**config.mk**
```make
export PLATFORM = sky130hd
export DESIGN_NAME = conv_acc_requant
export DESIGN_NICKNAME = d
export VERILOG_FILES = /design/src/rtl/conv_acc_requant.sv
export SDC_FILE = /design/constraint.sdc
export NUM_CORES = 1
export LEC_CHECK = 0
export BUFFER_PORTS_ARGS = -buffer_cell sky130_fd_sc_hd__buf_4
export CAP_MARGIN = 40
export CORE_MARGIN = 4
export CORE_UTILIZATION = 54
export DETAILED_ROUTE_END_ITERATION = 7
export GPL_TIMING_DRIVEN = 0
export PLACE_DENSITY = 0.8
export SLEW_MARGIN = 20
export SYNTH_ARGS = -nofsm -noshare
export SYNTH_HDL_FRONTEND = slang
export SYNTH_SLANG_ARGS = --single-unit
```
**constraint.sdc**
```tcl
create_clock -name ap_clk -period 13.4 [get_ports ap_clk]
set_clock_uncertainty 0.05 [all_clocks]
set_input_delay 1.34 -clock ap_clk [delete_from_list [all_inputs] [get_ports ap_clk]]
set_output_delay 1.34 -clock ap_clk [all_outputs]
set_load 0.1 [all_outputs]
```
**src/rtl/conv_acc_requant.sv**
```systemverilog
// Accumulate-and-requantise stage for the conv2 product stream.
// Sums one window of signed products into a wide saturating accumulator,
// adds the channel bias, rounds/shifts to activation scale, clamps, applies
// optional ReLU and hands one activation downstream over valid/ready.
module conv_acc_requant #(
    parameter int PROD_W = 22,
    parameter int ACC_W  = 32,
    parameter int OUT_W  = 14,
    parameter int SHIFT  = 8
) (
    input  logic                     ap_clk,
    input  logic                     ap_rst,
    input  logic                     prod_valid,
    output logic                     prod_ready,
    input  logic signed [PROD_W-1:0] prod_data,
    input  logic                     prod_last,
    input  logic signed [ACC_W-1:0]  bias,
    input  logic                     relu_en,
    output logic                     out_valid,
    input  logic                     out_ready,
    output logic signed [OUT_W-1:0]  out_data,
    output logic                     out_ovf
);

    typedef enum logic [1:0] {ACC, BIAS, ROUND, EMIT} state_t;

    // Rounding constant and output clamp limits, held at ACC_W+1 bits so the
    // rounded value can be compared before it is narrowed.
    localparam logic signed [ACC_W:0] ROUND_HALF = (ACC_W+1)'(64'sd1 <<< (SHIFT - 1));
    localparam logic signed [ACC_W:0] OUT_MAX    = (ACC_W+1)'((64'sd1 <<< (OUT_W - 1)) - 64'sd1);
    localparam logic signed [ACC_W:0] OUT_MIN    = (ACC_W+1)'(-(64'sd1 <<< (OUT_W - 1)));

    state_t                   state;
    logic signed [ACC_W-1:0]  acc;
    logic signed [ACC_W-1:0]  bias_q;
    logic                     relu_en_q;
    logic                     first_q;
    logic                     ovf_q;

    logic signed [ACC_W-1:0]  prod_ext;
    logic signed [ACC_W-1:0]  add_b;
    logic        [ACC_W:0]    add_res;
    logic        [OUT_W:0]    rq_res;

    // Saturating add; MSB of the result flags that clamping happened.
    function automatic logic [ACC_W:0] sat_add(input logic signed [ACC_W-1:0] a,
                                               input logic signed [ACC_W-1:0] b);
        logic signed [ACC_W:0] s;
        s = $signed({a[ACC_W-1], a}) + $signed({b[ACC_W-1], b});
        if (s[ACC_W] != s[ACC_W-1])
            return {1'b1, s[ACC_W], {(ACC_W-1){~s[ACC_W]}}};
        return {1'b0, s[ACC_W-1:0]};
    endfunction

    // Round half toward +inf, arithmetic shift, clamp to the activation range,
    // then ReLU. MSB of the result flags the clamp (ReLU never sets it).
    function automatic logic [OUT_W:0] requant(input logic signed [ACC_W-1:0] a,
                                               input logic relu);
        logic signed [ACC_W:0]   r;
        logic signed [OUT_W-1:0] v;
        logic                    clamp;
        r     = ($signed({a[ACC_W-1], a}) + ROUND_HALF) >>> SHIFT;
        clamp = 1'b0;
        if (r > OUT_MAX) begin
            v     = OUT_MAX[OUT_W-1:0];
            clamp = 1'b1;
        end else if (r < OUT_MIN) begin
            v     = OUT_MIN[OUT_W-1:0];
            clamp = 1'b1;
        end else begin
            v = r[OUT_W-1:0];
        end
        if (relu && v[OUT_W-1])
            v = '0;
        return {clamp, v};
    endfunction

    // One shared saturating adder: products while accumulating, bias afterwards.
    always_comb begin
        prod_ext = {{(ACC_W-PROD_W){prod_data[PROD_W-1]}}, prod_data};
        add_b    = (state == BIAS) ? bias_q : prod_ext;
        add_res  = sat_add(acc, add_b);
        rq_res   = requant(acc, relu_en_q);
    end

    // Window FSM: accumulate, add bias, requantise, then hold the result until taken.
    always_ff @(posedge ap_clk) begin
        if (ap_rst) begin
            state      <= ACC;
            acc        <= '0;
            first_q    <= 1'b1;
            ovf_q      <= 1'b0;
            prod_ready <= 1'b1;
            out_valid  <= 1'b0;
            out_data   <= '0;
            out_ovf    <= 1'b0;
        end else begin
            case (state)
                ACC: begin
                    if (prod_valid && prod_ready) begin
                        first_q <= 1'b0;
                        if (first_q) begin
                            acc       <= prod_ext;
                            bias_q    <= bias;
                            relu_en_q <= relu_en;
                            ovf_q     <= 1'b0;
                        end else begin
                            acc   <= add_res[ACC_W-1:0];
                            ovf_q <= ovf_q | add_res[ACC_W];
                        end
                        if (prod_last) begin
                            prod_ready <= 1'b0;
                            state      <= BIAS;
                        end
                    end
                end
                BIAS: begin
                    acc   <= add_res[ACC_W-1:0];
                    ovf_q <= ovf_q | add_res[ACC_W];
                    state <= ROUND;
                end
                ROUND: begin
                    out_data  <= rq_res[OUT_W-1:0];
                    out_ovf   <= ovf_q | rq_res[OUT_W];
                    out_valid <= 1'b1;
                    state     <= EMIT;
                end
                EMIT: begin
                    if (out_ready) begin
                        out_valid  <= 1'b0;
                        prod_ready <= 1'b1;
                        first_q    <= 1'b1;
                        state      <= ACC;
                    end
                end
                default: state <= ACC;
            endcase
        end
    end

endmodule

```
Yosys cells after proc, flatten, opt, wreduce, memory -nomap -nowiden
Index checks and enable logic that the tools add are counted.
W data, S select, Z words.

storage, ports and cells
  register bits after elaboration = 86
  bits of input ports = 60
  output and inout bits = 17
  word-level logic and storage cells = 64

operators by class
  add/subtract/negate cells = 2
  magnitude comparators = 2
  equality and inequality tests = 7
  multiplexer cells = 27
  bitwise gates (word level) = 4
  reduce and logical (&&, ||, !) cells = 12

operators by type and width
  kind                     number
  $mux W32                 3
  $mux W33                 2
  $pmux W32 S2             1
  $mux W14                 3
  $add A32 B32 Y33         1
  $add A32 B9 Y33 const B  1
  $gt A25 B14 Y1 const B   1
  $lt A25 B14 Y1 const B   1
  $mux W1                  10
  $pmux W1 S2              4
  $pmux W2 S4              1
  $reduce_and A4 Y1        2
  $mux W2                  3
  $ne A2 B2 Y1 const B     3
  $reduce_and A3 Y1        2
  $reduce_bool A2 Y1       3
  $eq A2 B2 Y1 const B     2
  $reduce_and A2 Y1        2
  $eq A2 B1 Y1 const B     1
  $logic_and A1 B1 Y1      2
  $logic_not A2 Y1         1
  $not A1 Y1               2
  $or A1 B1 Y1             2
  $ne A1 B1 Y1             1

Depth between registers and ports, before layout
Gate-level depths: netlist of run 1.

  depth after elaboration = 10
  mapped depth = 19
  depth with buffers taken out = 15

Least setup slack after synthesis of run 1
Ideal clock, no wire load.

  path kind = input to register
  start point = input prod_data[0]
  end point = register acc[23]
  setup time = 0.131 ns
  arrival = 4.377 ns
  data required time = 13.219 ns
  slack = 8.841 ns
  stages = 13
  path buffers = 1
  cells stage by stage = mux2_2 ha_1 fa_1 a211o_1 a2111o_1 a31oi_1 o31a_1 o31ai_1 a2bb2oi_2 nand2_1 buf_2 a2111oi_0 nor3_1

between the ends
  cells in the longest elaborated chain, start to end = 8
  elaborated cells between the ends (all ways) = 10
  classes of those cells = 1 x add/sub; 1 x eq/ne; 7 x mux; 1 x bitwise

ends and longest elaborated chain
  element                                            line    source
  start, declared                                    15      input logic signed [PROD_W-1:0] prod_data,
  $mux W32 (*)                                       81      add_b = (state == BIAS) ? bias_q : prod_ext;
  $add A32 B32 Y33 (*)                               49      s = $signed({a[ACC_W-1], a}) + $signed({b[ACC_W-1], b});
  $ne A1 B1 Y1 / $not A1 Y1 (equally long branches)  50, 51
  $mux W1 / $mux W33 (equally long branches)         50      if (s[ACC_W] != s[ACC_W-1])
  $mux W33 (*)                                       52      return {1'b0, s[ACC_W-1:0]};
  $mux W32                                           102     if (first_q) begin
  $mux W32                                           100     if (prod_valid && prod_ready) begin
  $pmux W32 S2 (*)                                   98      case (state)
  end signal, assigned                               103     acc <= prod_ext;
  end signal, assigned                               108     acc <= add_res[ACC_W-1:0];
  end signal, assigned                               118     acc <= add_res[ACC_W-1:0];
  end, declared                                      34      logic signed [ACC_W-1:0] acc;

Every way passes the cells marked *; elsewhere a longest branch is shown, timed or not. The select of a mux whose other input is x is not followed.
A chain may end at the register's enable or synchronous reset.

Final worst setup path of run 1
  start point = register state[1]
  end point = register acc[23]

between the ends
  cells in the longest elaborated chain, start to end = 9
  elaborated cells between the ends (all ways) = 15
  classes of those cells = 1 x add/sub; 3 x eq/ne; 7 x mux; 1 x bitwise; 3 x reduce/logical

ends and longest elaborated chain
  element                                            line    source
  start, declared                                    33      state_t state;
  start signal, assigned                             89      state <= ACC;
  start signal, assigned                             113     state <= BIAS;
  start signal, assigned                             120     state <= ROUND;
  $eq A2 B1 Y1                                       81, 98
  $mux W32                                           81
  $add A32 B32 Y33                                   49
  $ne A1 B1 Y1 / $not A1 Y1 (equally long branches)  50, 51
  $mux W1 / $mux W33 (equally long branches)         50
  $mux W33                                           52
  $mux W32                                           102
  $mux W32                                           100
  $pmux W32 S2                                       98

Several ways; a longest one is shown, not always the timed one. The select of a mux whose other input is x is not followed.

==> flow_summary.yaml, run 1 <==
drt:
  routedWlPerCell_um: 18.1
  drtIter0Drc: 430
  drc: 0
  via_per_inst: 6.08
  first_pass_iters: 5
  num_vias: 5516
  antenna_left: 0
  wirelength_um: 16400
timing:
  hold_viol_final: 0
  slew-limit-headroom: 0.535
  setup_viol: 0
  fin_crit_ns: 5.34
  max_slew.worst_pin.slew_ns: 0.692
  slew_violations: 0
  setup_ws_ns: 8.06
  post-route-period-util: 0.398
  finalSetupTns_ns: 0
  max_freq_mhz: 187
  rsz0062_at_grt: "no"
  holdWs_ns: 0.435
synthesis:
  synth_nets: 774
  ys_ff_latch: 86
  ys_async_sr_fraction: 0
  ys.flop_type: "dfxtp_1"
  synth_edf_count: 33
  yosysWarnings: 0
  syn-cell-area_um2: 5990
  avgSynthCellArea_um2: 8.88
  synthCells: 675
  yosysSeqAreaShare: 0.343
  yosysUniqueCellTypes: 74
critical_path:
  endpoint_kind: "register"
  worst_setup_path_start_kind: "register"
  path_class: "register to register"
  crit_slowest_cell: "mux2i_2"
  required_ns: 13.58
  ff2ff_path_depth: 16
  cp_max_fo: 10
  slowest_delay_ns: 0.55
  arrival_ns: 5.52
  path_cells: "inv_1, ha_1, clkbuf_1, buf_1, mux2_2, ha_1, a21o_1, a2111oi_0, o2bb2ai_1, o21a_1, a41oi_2, mux2i_2, nand2_1, buf_2, a2111oi_0, nor3_1"
die:
  pin_count: 77
  die_area_um2: 12800
  rows: 38
  start_util: 0.553
  coreArea_um2: 10800
  die_h_um: 113
  dieWidth_um: 113
layout:
  antenna_cells: 0
  final_core_utilization: 0.643
  seq_area_um2: 2050
  multi_input_area_um2: 3760
  area_growth_pct: 16.3
  fillCellCount: 913
  final_net_count: 861
  drive_gt1_frac: 0.189
hold_path:
  hp-class: "register to register"
  min_path_cells: 2
clock_tree:
  cts.path.max_buffers: 2
  htree_levels: 3
  cts_buffers: 9
  cts_setup_buffers: 0
  cts.sinks: 86
  cts.clk_slew.worst_paths_ns: 0.09
  ctsHoldBuffers: 0
  clk_latency_ns: 0.38
  cts_resized: 0
  clockRootBuffer: "clkbuf_8"
  cts_tree: "built"
global_route:
  grt-ovfl-total: 0
  grt_start_max_net_pins: 30
  grt_pass1_vias: 5414
  grt_util_all_layers: 0.263
  grt_pass1_wl_um: 26800
  antenna_found_initial: 0
placed_design:
  io_buffers: 75
  pre_cts_slack_ns: 8.15
  place_hpwl_um: 12700
  gp_congestion: 0.959
pwr:
  peakVddDrop_mv: 0.177
  finalPower_mw: 1.95
  p_leak_nw: 2.85
  power.density_nw_per_um2: 280
outcome:
  status: "finished clean"
run:
  max-cap-violations: 0
cells by family after synthesis:
family,count (synthesis),synth area share
adders and majority gates,40,0.0844
AOI/OAI and AO/OA,220,0.256
buffers and inverters,45,0.0307
DFF,86,0.343
and+or+nand+nor,214,0.174
xor gates and xnor gates,47,0.0687
muxes,23,0.0434
synth_stat cells, types with 7 or more instances:
master,number,area (um2)
a31oi_1,11,68.8
nand2_1,76,285
o21ai_0,28,140
a211oi_1,27,203
clkbuf_1,25,93.8
nor3_1,19,95.1
o211ai_1,10,75.1
edfxtp_1,33,991
o21a_1,7,52.6
a21o_1,21,158
xor2_1,17,149
a21oi_1,52,260
nand3_1,17,85.1
xnor2_1,30,263
ha_1,38,475
o211ai_2,10,125
nor2_1,53,199
dfxtp_1,53,1060
inv_1,11,41.3
mux2_2,21,236
registers in the layout (all words and copies together) (netlist names), 2 cells and up:
register,flops
out_data,14
state,2
acc,32
bias_q,32
metal layers:
metal	global-route usage	vias up	share of wire
li1	-	2693	-
met1	0.348	2578	0.44
met2	0.419	208	0.45
met3	0.0519	37	0.074
met4	0.114	0	0.032
met5	0	-	0
report_power, final:
group          switching, mW  internal (mW)  leakage (nW)  total [mW]
combinational          0.836          0.478          2.00        1.31
sequential            0.0872          0.354         0.737       0.441
clock                 0.0956          0.101         0.110       0.197
total                   1.02          0.933          2.85        1.95
layout by cell type, fill, tap and decap left out, types with 6 or more instances in the layout:
| cell type | n |
|---|---|
| o21a_1 | 7 |
| buf_2 | 6 |
| o211ai_1 | 10 |
| o211ai_2 | 10 |
| xnor2_1 | 30 |
| edfxtp_1 | 33 |
| ha_1 | 38 |
| xor2_1 | 17 |
| a31oi_1 | 11 |
| nor3_1 | 19 |
| buf_4 | 75 |
| nand2b_1 | 6 |
| nor2_1 | 52 |
| nand3_1 | 17 |
| a21o_1 | 21 |
| a21oi_1 | 52 |
| dfxtp_1 | 53 |
| mux2_2 | 21 |
| o21ai_0 | 28 |
| nand2_1 | 76 |
| and2_1 | 6 |
| inv_1 | 11 |
| clkbuf_1 | 26 |
| clkbuf_8 | 12 |
| a211oi_1 | 27 |
| o21bai_1 | 6 |
critical path, delay by kind of cell (launching register included):
kind / cells / cell delay, ns
AO/OA/AOI/OAI: 6 / 1.78
AND/OR/NAND/NOR: 2 / 0.24
adder cells (fa/ha/maj): 2 / 0.50
multiplexers: 2 / 0.96
flip-flops: 1 / 0.35
buffers and inverters: 4 / 1.28
path summary, 6_finish.rpt:
kind	startpoint	end	slack (ns)
worst min-delay path	out_data[11]$_SDFFE_PP0P_	out_data[11]$_SDFFE_PP0P_	0.43
worst min register to register	out_data[11]$_SDFFE_PP0P_	out_data[11]$_SDFFE_PP0P_	0.43
worst max-delay path	state[1]$_SDFFE_PP0P_	acc[23]$_SDFFE_PP0P_	8.06
worst max register to register	state[1]$_SDFFE_PP0P_	acc[23]$_SDFFE_PP0P_	8.06
per-stage QoR:
step | instances | area (um2)
final | 907 | 6970
after global routing | 907 | 6970
after CTS | 907 | 6970
after detailed placement | 891 | 6760
after global placement | 890 | 6730
after floorplan | 675 | 5990
area by class of cell:
cell class                 count  share of cell area
inverter                      11             0.00593
buffer                        34              0.0205
clock buffer                  13              0.0242
sequential                    86               0.295
multi-input combinational    544               0.540
timing repair buffer          76              0.0837
clock inverter                 3             0.00593
tap                          140              0.0251
(Power assumes the default switching activity.)
==> run 2, diff against run 1 <==
Settings changed: CORE_UTILIZATION 54 to 53, PLACE_DENSITY 0.8 to 0.82.
Clock period 13.4 ns to 4.55 ns, I/O delays scaled along.
==> run 2 against run 1 <==
Effect of this change: final cell count is 0.66% higher; combinational power rose to 3.1 times the previous value; setup slack worse by 7.9 ns; critical path depth stayed put; total power rose to 3.2 times the previous value; cell area grew 3.2%; highest routed layer unchanged; clock-buffer cell count up 1; clock power grew to 3.7 times the previous value; core utilization rose by 1.5 points; sequential power increased to 3.0 times the previous value; critical endpoint is now acc[15]$_SDFFE_PP0P_; maximum frequency increased by 22%; non-clock buffer count grew 6.
==> flow_summary.yaml, run 2 (synthesis results as in run 1) <==
layout:
  final_core_utilization: 0.657
  fillCellCount: 879
  final_net_count: 867
  drive_gt1_frac: 0.203
  final_cell_mix: "buf_4 (84), nand2_1 (76), dfxtp_1 (53), a21oi_1 (52), nor2_1 (52)"
  area_growth_pct: 20.0
  reg_top3: "acc: 32 flops, bias_q: 32 flops, out_data: 14 flops"
  antenna_cells: 0
  final_area_um2: 7190
  mostFrequentLayoutCell: "buf_4"
pwr:
  p_comb_frac: 0.668
  p_seq_frac: 0.214
  power.density_nw_per_um2: 855
  p_leak_nw: 2.93
  switching_share: 0.507
  power.switching_mw: 3.12
  pwr-share-clk: 0.118
  p_int_mw: 3.03
  peakVddDrop_mv: 0.638
critical_path:
  endpoint_kind: "register"
  reg2reg_from: "state[1]$_SDFFE_PP0P_"
  arrival_ns: 4.52
  r2r_end: "acc[15]$_SDFFE_PP0P_"
  endpoint: "acc[15]$_SDFFE_PP0P_"
  cp_max_fo: 10
  critPathLaunch: "state[1]$_SDFFE_PP0P_"
  ff2ff_path_depth: 16
  path_class: "register to register"
  required_ns: 4.71
  worst_setup_path_start_kind: "register"
  r2r_setup_slack_ns: 0.19
clock_tree:
  clockRootBuffer: "clkbuf_16"
  cts.sinks: 86
  htree_levels: 3
  cts_tree: "built"
  cts_buffers: 9
  clk_latency_ns: 0.35
  cts.clk_slew.worst_paths_ns: 0.07
  cts.path.max_buffers: 2
global_route:
  grt_pass1_vias: 5444
  antenna_found_initial: 0
  use_met2: 0.419
  grt.met1_usage: 0.345
  grt_pass1_wl_um: 26900
  gr-usage-met3: 0.0381
  grt.busiest_layer: "met2"
  grt-ovfl-total: 0
  grt_util_all_layers: 0.259
  grt_start_max_net_pins: 26
die:
  die_h_um: 114
  coreArea_um2: 10900
  pin_count: 77
  start_util: 0.548
  die_area_um2: 13100
  dieWidth_um: 114
  rows: 38
drt:
  routedWlPerCell_um: 18.3
  antenna_left: 0
  wirelength_um: 16700
  first_pass_iters: 7
  drtIter0Drc: 378
  via_per_inst: 6.16
  drc: 0
  num_vias: 5624
placed_design:
  place_hpwl_um: 12700
  placed_area_um2: 6760
  io_buffers: 75
  gp_congestion: 0.957
timing:
  holdWs_ns: 0.224
  setup_viol: 0
  slew-limit-headroom: 0.536
  slew_violations: 0
  hold_viol_final: 0
  finalSetupTns_ns: 0
  max_slew.worst_pin.slew_ns: 0.691
  max_freq_mhz: 229
  fin_crit_ns: 4.36
  post-route-period-util: 0.958
outcome:
  status: "finished clean"
hold_path:
  hp-class: "input port to register"
run:
  max-cap-violations: 0
run 2: cell type report:
cell class              count  area, um2  area share
well taps                 140        175      0.0244
repair buffers             83        643      0.0895
multi-input cells         544       3840       0.534
clock inverters             2       13.8     0.00192
flip-flops and latches     86       2050       0.286
clock buffers              14        275      0.0383
inverters                  11       41.3     0.00575
plain buffers              33        149      0.0207
run 2: through the flow:
step	cells	power (mW)	worst slack, ns
final	913	6.15	0.191
after global routing	913	6.57	-0.0106
after CTS	908	5.93	0.00106
after detailed placement	891	5.09	-0.790
after global placement	890	4.97	-0.669
after floorplan	675	4.18	0.234
run 2: critical path, cell delays in order (launching register included):
cell	delay, ns
dfxtp_1	0.34
inv_1	0.14
ha_4	0.24
buf_4	0.24
mux2_2	0.39
fa_1	0.46
a211o_1	0.32
a2111o_1	0.43
a31oi_1	0.21
o31a_1	0.29
o31ai_4	0.12
a2bb2oi_4	0.24
buf_4	0.16
nor2_4	0.07
clkbuf_4	0.19
o21ai_0	0.22
a211oi_1	0.10
run 2: power groups by stage:
stage	registers [mW]	logic, mW	clock network, mW
6_report	1.32	4.11	0.725
4_1_cts	1.30	3.90	0.735
3_5_place_dp	1.31	3.78	0
5_1_grt	1.33	4.47	0.765
2_1_floorplan	1.59	2.60	0
3_3_place_gp	1.30	3.67	0
run 2: worst min path at each step:
stage	from	slack (ns)	depth (start not counted)	endpoint
3_3_place_gp	out_data[11]$_SDFFE_PP0P_	0.40	2	out_data[11]$_SDFFE_PP0P_
5_1_grt	bias[15]	0.22	1	bias_q[15]$_DFFE_PP_
2_1_floorplan	acc[31]$_SDFFE_PP0P_	0.43	2	acc[31]$_SDFFE_PP0P_
4_1_cts	bias[15]	0.22	1	bias_q[15]$_DFFE_PP_
3_5_place_dp	out_data[4]$_SDFFE_PP0P_	0.41	2	out_data[4]$_SDFFE_PP0P_
6_report	bias[15]	0.22	1	bias_q[15]$_DFFE_PP_
run 2: timing repair:
action / in CTS / in global routing
gates resized for setup: 8 / 11
hold endpoints to repair: 0 / 0
pin swaps: 1 / 2
hold buffers: 0 / 0
cloned: 0 / 0
buffers inserted: 2 / 5
setup endpoints to repair: 33 / 31
run 2: metal layers:
metal | up-vias | wire length, um | part of all wire
met4 | 0 | 484 | 0.029
met2 | 265 | 7710 | 0.46
met3 | 38 | 1230 | 0.074
li1 | 2702 | - | -
met1 | 2619 | 7270 | 0.44
met5 | - | 0 | 0
==> run 3, diff against run 2 <==
Settings changed: CELL_PAD_IN_SITES_DETAIL_PLACEMENT set to 1, CELL_PAD_IN_SITES_GLOBAL_PLACEMENT set to 1, CORE_UTILIZATION 53 to 40, PLACE_DENSITY 0.82 to 0.81, RECOVER_POWER set to 25.
==> run 3 against run 2 <==
Effect of this change: first-iteration DRC count decreased by 10%; cell area rose by 1.5%; sequential power about the same; sequential share of layout area fell by 0.41 points; via count shrank 0.85%; combinational power is 2% higher; register-to-register slack about the same; flip-flop and latch count unchanged; critical path depth is 1 lower; highest routed layer unchanged.
==> flow_summary.yaml, run 3 (synthesis results as in run 1) <==
global_route:
  grt_start_max_net_pins: 21
  use_met2: 0.409
  grt.busiest_layer: "met2"
  grt.met1_usage: 0.315
  gr-usage-met3: 0.0374
  antenna_found_initial: 0
  grt-ovfl-total: 0
  grt_pass1_wl_um: 31700
  grt_util_all_layers: 0.238
  grt_pass1_vias: 5934
pwr:
  power.density_nw_per_um2: 870
  switching_share: 0.517
  peakVddDrop_mv: 0.300
  finalPower_mw: 6.35
  p_leak_nw: 2.96
  pwr-share-clk: 0.130
  p_seq_frac: 0.208
  p_int_mw: 3.07
  p_comb_frac: 0.662
  power.switching_mw: 3.28
critical_path:
  reg2reg_from: "state[1]$_SDFFE_PP0P_"
  path_class: "register to register"
  worst_setup_path_start_kind: "register"
  ff2ff_path_depth: 15
  r2r_end: "acc[14]$_SDFFE_PP0P_"
  crit_slowest_cell: "fa_1"
  slowest_delay_ns: 0.46
  arrival_ns: 4.55
  endpoint_kind: "register"
  cp_max_fo: 10
  required_ns: 4.74
  path_cells: "inv_1, ha_4, buf_6, mux2_2, fa_1, a211o_1, a2111o_1, a31oi_1, o31a_1, o31ai_4, a2bb2oi_4, buf_4, nor2_4, a2111oi_0, nor4_1"
  r2r_setup_slack_ns: 0.20
clock_tree:
  clk_latency_ns: 0.37
  ctsHoldBuffers: 0
  cts.path.max_buffers: 2
  cts.sinks: 86
  cts_buffers: 9
  cts.clk_slew.worst_paths_ns: 0.08
  htree_levels: 3
  clockRootBuffer: "clkbuf_16"
  cts_tree: "built"
die:
  die_area_um2: 17000
  rows: 44
  coreArea_um2: 14600
  die_h_um: 130
  start_util: 0.411
  pin_count: 77
  dieWidth_um: 130
drt:
  via_per_inst: 5.83
  antenna_left: 0
  routedWlPerCell_um: 20.2
  drtIter0Drc: 339
  wirelength_um: 19300
  drc: 0
  num_vias: 5576
  first_pass_iters: 4
timing:
  hold_viol_final: 0
  holdWs_ns: 0.231
  setup_viol: 0
  max_slew.worst_pin.slew_ns: 0.780
  fin_crit_ns: 4.35
  slew_violations: 0
  setup_ws_ns: 0.195
  finalSetupTns_ns: 0
  max_freq_mhz: 230
  slew-limit-headroom: 0.476
  post-route-period-util: 0.957
layout:
  final_cell_mix: "nand2_1 (76), dfxtp_1 (53), a21oi_1 (52), nor2_1 (52), buf_4 (50)"
  multi_input_area_um2: 3850
  drive_gt1_frac: 0.211
  reg_top3: "acc: 32 flops, bias_q: 32 flops, out_data: 14 flops"
  area_growth_pct: 21.7
  mostFrequentLayoutCell: "nand2_1"
  antenna_cells: 0
  seq_area_um2: 2050
  final_area_um2: 7290
  final_core_utilization: 0.500
  fillCellCount: 1666
  final_net_count: 866
  fin_cells: 956
placed_design:
  pre_cts_slack_ns: -0.930
  place_inst: 935
  gp_congestion: 0.914
  io_buffers: 75
  place_hpwl_um: 14800
  placed_area_um2: 6820
hold_path:
  hp-class: "input port to register"
  min_path_cells: 1
  holdCritStartpoint: "bias[1]"
  min_to: "bias_q[1]$_DFFE_PP_"
outcome:
  status: "finished clean"
run:
  max-cap-violations: 0
-- run 3: cell count changes in the layout (fill, tap and decap cells not counted), sizes merged --
cell	change
clkinv	+2
clkbuf	+29
clkinvlp	-1
buf	-33
inv	+2
-- run 3: worst max path at each step --
stage / start / endpoint / slack (ns)
4_1_cts: state[1]$_SDFFE_PP0P_ / acc[23]$_SDFFE_PP0P_ / 0.07
5_1_grt: state[1]$_SDFFE_PP0P_ / acc[11]$_SDFFE_PP0P_ / -0.03
6_report: state[1]$_SDFFE_PP0P_ / acc[14]$_SDFFE_PP0P_ / 0.20
2_1_floorplan: state[1]$_SDFFE_PP0P_ / acc[23]$_SDFFE_PP0P_ / 0.23
3_3_place_gp: state[1]$_SDFFE_PP0P_ / acc[23]$_SDFFE_PP0P_ / -0.72
3_5_place_dp: state[1]$_SDFFE_PP0P_ / acc[23]$_SDFFE_PP0P_ / -0.93
-- run 3: final cells by class --
cell class                      count  share of cell area
Clock inverter                      5             0.00738
Tap cell                          184              0.0316
Timing Repair Buffer               83              0.0882
Buffer                             32              0.0206
Multi-Input combinational cell    544               0.527
Sequential cell                    86               0.281
Inverter                           11             0.00566
Clock buffer                       11              0.0377
-- run 3: what timing repair did --
action,in CTS,in global routing
pin swaps,1,1
gates resized for setup,12,11
setup buffers,5,2
setup endpoints to repair,33,30
-- run 3: power groups by stage --
stage          registers, mW  clock network (mW)  logic [mW]
3_5_place_dp            1.33                   0        3.90
2_1_floorplan           1.59                   0        2.60
3_3_place_gp            1.31                   0        3.75
4_1_cts                 1.31               0.832        4.10
5_1_grt                 1.35               0.873        4.62
6_report                1.32               0.825        4.20
-- run 3: worst max-delay path: cells and delay by family (launching register included) --
family | cells | cell delay (ns)
AOI/OAI and AO/OA | 7 | 2.03
buffers and inverters | 3 | 0.51
DFF | 1 | 0.34
muxes | 1 | 0.39
and+or+nand+nor | 2 | 0.17
adders and majority gates | 2 | 0.70
-- run 3: routing by layer --
metal  vias to the layer above  wire (um)
li1                       2705          -
met1                      2731       8630
met2                       114       9310
met3                        26       1020
met4                         0        323
met5                         -          0
